===== config.mk =====
export PLATFORM = sky130hd
export DESIGN_NAME = uart_tx_fifo
export DESIGN_NICKNAME = d
export VERILOG_FILES = /design/src/rtl/uart_tx_fifo.sv
export SDC_FILE = /design/constraint.sdc
export NUM_CORES = 1
export LEC_CHECK = 0
export CORE_AREA = 10 10 85 87
export DETAILED_ROUTE_END_ITERATION = 7
export DIE_AREA = 0 0 95 97
export GPL_TIMING_DRIVEN = 0
export HOLD_SLACK_MARGIN = 0.06
export PLACE_DENSITY = 0.7
export SETUP_SLACK_MARGIN = 0.1
export SYNTH_ARGS = -nofsm -noshare
export SYNTH_HDL_FRONTEND = slang
export SYNTH_SLANG_ARGS = --single-unit
export TNS_END_PERCENT = 1

===== constraint.sdc =====
create_clock -name clk -period 2.7 [get_ports clk]
set_input_delay 0.675 -clock clk [delete_from_list [all_inputs] [get_ports clk]]
set_output_delay 0.675 -clock clk [all_outputs]
set_load 0.02 [all_outputs]

===== src/rtl/uart_tx_fifo.sv =====
// UART transmitter with a FIFO_DEPTH write queue, 5..9 data bits, optional parity and 1/2 stop bits.
// Bits advance only on baud_tick_1x with tx_line/tx_busy registered; writes to a full queue are dropped and flagged by overflow.
module uart_tx_fifo #(
  parameter int DATA_W     = 8,
  parameter int FIFO_DEPTH = 4
) (
  input  logic                        clk,
  input  logic                        rst_n,
  input  logic                        en,
  input  logic                        baud_tick_1x,
  input  logic                        parity_en,
  input  logic                        parity_odd,
  input  logic                        stop2,
  input  logic                        wr_en,
  input  logic [DATA_W-1:0]           wr_data,
  output logic                        full,
  output logic [$clog2(FIFO_DEPTH):0] fifo_count,
  output logic                        overflow,
  output logic                        tx_busy,
  output logic                        tx_done,
  output logic                        tx_line
);

  localparam int PTR_W = $clog2(FIFO_DEPTH);
  localparam int CNT_W = PTR_W + 1;
  localparam int BIT_W = $clog2(DATA_W);
  localparam logic [BIT_W-1:0] LAST_BIT = BIT_W'(DATA_W - 1);
  localparam logic [CNT_W-1:0] DEPTH_C  = CNT_W'(FIFO_DEPTH);

  localparam logic [2:0] S_IDLE   = 3'd0;
  localparam logic [2:0] S_START  = 3'd1;
  localparam logic [2:0] S_DATA   = 3'd2;
  localparam logic [2:0] S_PARITY = 3'd3;
  localparam logic [2:0] S_STOP1  = 3'd4;
  localparam logic [2:0] S_STOP2  = 3'd5;

  logic [DATA_W-1:0] mem_q [FIFO_DEPTH];
  logic [PTR_W-1:0]  wr_ptr_q, wr_ptr_d;
  logic [PTR_W-1:0]  rd_ptr_q, rd_ptr_d;
  logic [CNT_W-1:0]  count_q, count_d;
  logic              overflow_q, overflow_d;

  logic [2:0]        state_q, state_d;
  logic [DATA_W-1:0] shift_q, shift_d;
  logic [BIT_W-1:0]  bit_q, bit_d;
  logic              par_en_q, par_en_d;
  logic              par_bit_q, par_bit_d;
  logic              stop2_q, stop2_d;
  logic              line_q, line_d;

  logic              fifo_empty;
  logic              frame_end;
  logic              pop;
  logic              push;
  logic [DATA_W-1:0] head;

  assign head       = mem_q[rd_ptr_q];
  assign fifo_empty = (count_q == '0);
  assign full       = (count_q == DEPTH_C);

  // The tick that ends the last stop bit may immediately start the next frame.
  assign frame_end = baud_tick_1x &&
                     (((state_q == S_STOP1) && !stop2_q) || (state_q == S_STOP2));
  assign pop  = baud_tick_1x && en && !fifo_empty && ((state_q == S_IDLE) || frame_end);
  assign push = wr_en && (!full || pop);

  always_comb begin
    wr_ptr_d   = wr_ptr_q;
    rd_ptr_d   = rd_ptr_q;
    count_d    = count_q;
    overflow_d = wr_en && !push;
    if (push) begin
      wr_ptr_d = wr_ptr_q + PTR_W'(1);
    end
    if (pop) begin
      rd_ptr_d = rd_ptr_q + PTR_W'(1);
    end
    case ({push, pop})
      2'b10:   count_d = count_q + CNT_W'(1);
      2'b01:   count_d = count_q - CNT_W'(1);
      default: count_d = count_q;
    endcase
  end

  always_ff @(posedge clk) begin
    if (push) begin
      mem_q[wr_ptr_q] <= wr_data;
    end
  end

  always_ff @(posedge clk or negedge rst_n) begin
    if (!rst_n) begin
      wr_ptr_q   <= '0;
      rd_ptr_q   <= '0;
      count_q    <= '0;
      overflow_q <= 1'b0;
    end else begin
      wr_ptr_q   <= wr_ptr_d;
      rd_ptr_q   <= rd_ptr_d;
      count_q    <= count_d;
      overflow_q <= overflow_d;
    end
  end

  always_comb begin
    state_d   = state_q;
    shift_d   = shift_q;
    bit_d     = bit_q;
    par_en_d  = par_en_q;
    par_bit_d = par_bit_q;
    stop2_d   = stop2_q;
    line_d    = line_q;
    if (baud_tick_1x) begin
      case (state_q)
        S_IDLE: begin
          line_d = 1'b1;
        end
        S_START: begin
          state_d = S_DATA;
          line_d  = shift_q[0];
          shift_d = shift_q >> 1;
          bit_d   = '0;
        end
        S_DATA: begin
          if (bit_q == LAST_BIT) begin
            if (par_en_q) begin
              state_d = S_PARITY;
              line_d  = par_bit_q;
            end else begin
              state_d = S_STOP1;
              line_d  = 1'b1;
            end
          end else begin
            bit_d   = bit_q + BIT_W'(1);
            line_d  = shift_q[0];
            shift_d = shift_q >> 1;
          end
        end
        S_PARITY: begin
          state_d = S_STOP1;
          line_d  = 1'b1;
        end
        S_STOP1: begin
          state_d = stop2_q ? S_STOP2 : S_IDLE;
          line_d  = 1'b1;
        end
        default: begin
          state_d = S_IDLE;
          line_d  = 1'b1;
        end
      endcase
    end
    // Frame configuration is captured only here so mid-frame changes wait for the next frame.
    if (pop) begin
      state_d   = S_START;
      line_d    = 1'b0;
      shift_d   = head;
      par_en_d  = parity_en;
      par_bit_d = (^head) ^ parity_odd;
      stop2_d   = stop2;
    end
  end

  always_ff @(posedge clk or negedge rst_n) begin
    if (!rst_n) begin
      state_q   <= S_IDLE;
      shift_q   <= '0;
      bit_q     <= '0;
      par_en_q  <= 1'b0;
      par_bit_q <= 1'b0;
      stop2_q   <= 1'b0;
      line_q    <= 1'b1;
    end else begin
      state_q   <= state_d;
      shift_q   <= shift_d;
      bit_q     <= bit_d;
      par_en_q  <= par_en_d;
      par_bit_q <= par_bit_d;
      stop2_q   <= stop2_d;
      line_q    <= line_d;
    end
  end

  assign fifo_count = count_q;
  assign overflow   = overflow_q;
  assign tx_busy    = (state_q != S_IDLE);
  assign tx_done    = frame_end;
  assign tx_line    = line_q;

endmodule


### Word-level counts from Yosys, hierarchy flattened

Memories as Yosys holds them, arrays and structs flattened.
Index checks and enable logic that the tools add are counted.

* flip-flop bits (word level): 26
* RAM bits: 32
* output and inout bits: 8
* logic and storage cells: 76
* memories kept: 1

Memories
* mem_q: words 4, bits a word 8, read ports 1, clocked after Yosys merged registers in 0, write ports 1, line 37 `logic [DATA_W-1:0] mem_q [FIFO_DEPTH];`

* add/subtract/negate cells: 5
* equality and inequality tests: 13
* mux-type cells: 20
* bitwise operators: 1
* reductions and logical operators: 25

Operators by type and width (number)
* 2-to-1 mux 8 bit: 3
* 2-to-1 mux 3 bit: 6
* one-hot mux 8 bit (2 select lines): 1
* one-hot mux 3 bit (5 select lines): 1
* == test 3 bit, second input constant: 4
* one-hot mux 3 bit (2 select lines): 2
* AND reduction 3 bit: 3
* XOR reduction 8 bit: 1
* logical AND 1 bit: 7
* adder 3 x 1 -> 3 bit, second input constant: 2
* == test 3 x 2 -> 1 bit, second input constant: 2
* logical NOT 3 bit: 2
* 2-to-1 mux 1 bit: 6
* != test 3 bit, second input constant: 2
* nonzero test 2 bit: 3
* nonzero test 3 bit: 2
* adder 2 x 1 -> 2 bit, second input constant: 2
* logical NOT 1 bit: 4
* != test 2 bit, second input constant: 2
* == test 3 x 1 -> 1 bit, second input constant: 1
* logical OR 1 bit: 3
* subtractor 3 x 1 -> 3 bit, second input constant: 1
* == test 2 x 1 -> 1 bit, second input constant: 1
* == test 2 bit, second input constant: 1
* other kinds (2): 2

### Longest topological paths before layout

* word-level depth: 10
* depth in mapped cells: 11

### Least setup slack after synthesis

Ideal clock, no wire load.

* path kind: input port to flip-flop
* start point: input port baud_tick_1x
* end point: register count_q[2] (netlist: fifo_count[2])
* setup time: 0.130 ns
* arrival time: 2.625 ns
* data required time: 2.570 ns
* path slack: -0.055 ns
* stages: 10
* path buffers: 2
* cell sequence: nor2b_1 > o311a_1 > and2_1 > clkbuf_1 > clkbuf_1 > nand2_1 > fa_1 > a2111oi_0 > a31oi_1 > xnor2_1

* cells in the longest elaborated chain, start to end: 7
* elaborated cells between the ends (all ways): 11
* those cells by class: eq/ne: 2; mux: 1; reduce/logical: 8

Ends and longest elaborated chain
* start, declared: line 10 `input logic baud_tick_1x,`
* logical AND 1 bit (on tied branches): line 64, 62
* logical AND 1 bit / logical OR 1 bit (equally long branches): line 64 `assign pop = baud_tick_1x && en && !fifo_empty && ((state_q == S_IDLE) || frame_end);`
* logical AND 1 bit (*): line 64
* logical OR 1 bit: line 65 `assign push = wr_en && (!full || pop);`
* logical AND 1 bit: line 65
* == test 2 x 1 -> 1 bit / == test 2 bit (equally long branches): line 78 `case ({push, pop})`
* one-hot mux 3 bit (2 select lines) / nonzero test 2 bit (equally long branches)
* end signal, assigned: line 100 `count_q <= count_d;`
* end, declared: line 40 `logic [CNT_W-1:0] count_q, count_d;`

Mark *: on every way between the ends. The rest lies on a longest branch, timed or not.
A chain may end at the register's enable or synchronous reset.

### Worst setup path after layout

* start point: input port en
* end point: register count_q[2] (netlist: fifo_count[2])

* cells in the longest elaborated chain, start to end: 7
* elaborated cells between the ends (all ways): 9
* those cells by class: eq/ne: 2; mux: 1; reduce/logical: 6

Ends and longest elaborated chain
* start, declared: line 9 `input logic en,`
* logical AND 1 bit (*) (3 in a row): line 64
* logical OR 1 bit: line 65
* logical AND 1 bit: line 65
* == test 2 x 1 -> 1 bit / == test 2 bit (equally long branches): line 78
* one-hot mux 3 bit (2 select lines) / nonzero test 2 bit (equally long branches)

Marked as above.

==> reports/results.txt <==
IO Count: 24
Total routed wirelength: 4.66 mm
Mux share of post-synthesis cell area: 0.118
FP Rows: 27
Fin cells: 298
Detailed-route via count: 1521
Post-synth ARST share: 0.448
Final Hold Viols: 0
Slowest CP cell: clkdlybuf4s50_1
Die height: 97 microns
Die area: 9220 sq um
Die W: 95 microns
CTS H-tree depth: 3
Post-route DRC: 0
Post-synthesis sequential area ratio: 0.617
Remaining antenna violation count after routing: 0
Initial antenna violation count: 0
Combinational Power Share: 0.397
Slew HR: 0.222
DR vias/cell: 5.10
Dominant synthesized flop cell: edfxtp_1
Power share of the sequential group: 0.364
Clock buffer count from CTS: 9
Unrepaired setup endpoints after global routing: true
Area share of fa/ha/maj cells after synthesis: 0.0364
CP arrival: 2.79 ns
Drt wl/cell: 15.6 microns
Worst Hold Class: reg -> reg
Clock latency on the worst-skew pair: 0.33 ns
Clock power share: 0.239
Vias in the first global route: 1564
CTS tree: yes
Syn_nets: 209
Drt pass-1 iters: 5
Sw Share: 0.326
Filler Cells Inserted: 448
NetSw: 0.00122 W
Setup TNS: 0 ns
Port Buf Inserts: 23
Synth Area in Simple Gates: 0.0780
Starting Density: 0.478
Yosys reg bits: 58
Area grow syn2layout: 22.8%
Layout cells sized above 1: 0.177
Worst path bufs/invs: 3
Outcome: completed
Peak supply drop: 0.000636 V
Main combinational cell family by area after synthesis: multiplexers
Synth Area in XOR/XNOR: 0.0483
Crit Path Class: in -> reg
CTS max path bufs: 2
Max-cap viol count: 0
Clock Pin Slew Worst Setup and Hold Paths: 0.07 ns
Number of flops mapped to enable cells by yosys: 32
Final min period: 2.58 ns
CP startpoint kind: primary input
Clk root buf: clkbuf_8
Cell taking the most area after synthesis: edfxtp_1
Layout Nets: 244
Slew at the pin with the worst max-slew slack: 1.16 ns
Multi-input combinational cell area: 945 sq um
First-pass GRT wire length: 7.73 mm
Syn Inst Count: 186
Critical-path cell list: clkdlybuf4s50_1 > o311a_1 > and2_1 > clkbuf_4 > clkbuf_8 > nand2_1 > fa_2 > a2111oi_2 > a31oi_1 > xnor2_1
Remaining Overflow, GRT: 0
Largest net degree at the start of global routing: 27
Share of the synthesized area in the top cell type: 0.368
Gr usage total: 0.109
DP Cell Count: 281
YS warnings: 0
Synth top area cells: edfxtp_1, dfrtp_1, mux4_1
Post-synth cell types: 40
Synth Area in Compound Gates: 0.0723
Fin util: 0.586
Synthesized cell area: 2610 sq um
Family with the most delay on the worst path: buffers and inverters
FF+latch area: 1610 sq um
GPL Wtd Cong: 0.803
DP Wirelength: 3.14 mm
CP peak stage delay: 0.50 ns
Antenna cells: 0
Core area: 5470 sq um
Clock sinks: 58
Peak fanout along the critical path: 10
P_leak: 1.34 nW
Synth Area per Inst: 14.1 sq um
Initial detailed-routing violation count: 79
Clock skew: 0.00487 ns
Power density over cell area: 1170 nW/um^2
Max-slew violations: 0
Final period util: 0.957
Max Fclk: 0.387 GHz
Worst Setup End Kind: register
Worst EP required: 2.91 ns
Final Setup Violations: 0
P_int: 0.00253 W
-- cell type report --
cell class	instances	share of cell area
plain buffers	9	0.0183
clock buffers	9	0.0386
clock inverters	7	0.0320
inverters	9	0.0105
multi-input cells	110	0.294
flip-flops and latches	58	0.503
well taps	72	0.0281
repair buffers	24	0.0756
-- placed cells by master, fill, tap and decap left out, types with 4 or more instances in the layout --
cell type | netlist | final
and2_2 | 0 | 4
clkbuf_8 | 0 | 10
clkdlybuf4s50_1 | 0 | 20
dfrtp_1 | 25 | 25
edfxtp_1 | 32 | 32
ha_1 | 6 | 6
inv_1 | 9 | 9
mux2i_1 | 8 | 8
mux4_1 | 4 | 4
mux4_2 | 4 | 4
nand2_1 | 20 | 20
nor2_1 | 4 | 4
o21ai_0 | 14 | 14
xnor2_1 | 9 | 9
-- Yosys cell counts, types with 2 or more instances --
| cell type | number |
|---|---|
| a21oi_1 | 3 |
| a22o_1 | 3 |
| and2_1 | 6 |
| and3_1 | 3 |
| clkbuf_1 | 6 |
| dfrtp_1 | 25 |
| edfxtp_1 | 32 |
| ha_1 | 6 |
| inv_1 | 9 |
| mux2_2 | 3 |
| mux2i_1 | 8 |
| mux4_1 | 4 |
| mux4_2 | 4 |
| nand2_1 | 20 |
| nand3b_1 | 2 |
| nor2_1 | 4 |
| nor2b_1 | 4 |
| o21ai_0 | 14 |
| xnor2_1 | 9 |
-- timing repair --
item / in CTS / in global routing
pin swaps: 1 / 0
setup buffers: 1 / 0
resized for setup: 7 / 11
hold buffers: 0 / 0
setup endpoints to repair: 35 / 28
-- layer usage --
layer / up-vias / global-route usage / routed length, microns
li1: 744 / - / -
met1: 736 / 0.131 / 2010
met2: 39 / 0.165 / 2390
met3: 2 / 0.0540 / 227
met4: 0 / 0.0378 / 24
met5: - / 0 / 0
-- kinds of logic (layout without fill, tap and decap cells) --
| family | Yosys count | in the layout |
|---|---|---|
| and+or+nand+nor | 42 | 42 |
| muxes | 19 | 19 |
| buffers and inverters | 18 | 58 |
| DFF | 58 | 58 |
| AOI/OAI and AO/OA | 30 | 30 |
| xor gates and xnor gates | 12 | 12 |
| adders and majority gates | 7 | 7 |
-- final timing paths --
kind | startpoint | endpoint | slack (ns) | cells after the start
worst max-delay path | en | fifo_count[2] | 0.12 | 10
worst max register to register | state_q[2] | fifo_count[2] | 0.21 | 11
max in group asynchronous | rst_n | overflow | 1.04 | 1
min in group asynchronous | rst_n | shift_q[4] | 0.96 | 1
worst min register to register | tx_line | tx_line | 0.47 | 2
worst min-delay path | tx_line | tx_line | 0.47 | 2
-- through the flow --
step	worst slack (ns)	area (sq um)	hold slack, ns	power [W]
after CTS	0.0663	3190	0.480	0.00379
final	0.117	3210	0.471	0.00375
after global routing	0.0191	3210	0.519	0.00400
after floorplan	0.122	2620	0.379	0.00247
after detailed placement	-0.709	2940	0.471	0.00286
after global placement	-0.697	2940	0.463	0.00281
-- flip-flops by register name, indices dropped and copies added (netlist names) --
register    cells
bit_q           3
fifo_count      3
mem_q          32
overflow        1
par_bit_q       1
par_en_q        1
rd_ptr_q        2
shift_q         8
state_q         3
stop2_q         1
tx_line         1
wr_ptr_q        2
-- worst register-to-register path, cell delays in order, from the launching register on --
cell	delay, ns
dfrtp_1	0.36
clkbuf_1	0.19
nor2_1	0.21
a31o_2	0.19
and2_1	0.14
clkbuf_4	0.17
clkbuf_8	0.17
nand2_1	0.08
fa_2	0.36
a2111oi_2	0.28
a31oi_1	0.09
xnor2_1	0.14
-- power by group through the flow --
stage                     combinational, W  clock, W  sequential (W)
after detailed placement           0.00147         0         0.00139
after global placement             0.00144         0         0.00137
after global routing               0.00164  0.000965         0.00140
after floorplan                    0.00108         0         0.00139
after CTS                          0.00151  0.000918         0.00137
final                              0.00149  0.000895         0.00137
Note: power is estimated with default switching activity, not from simulation.
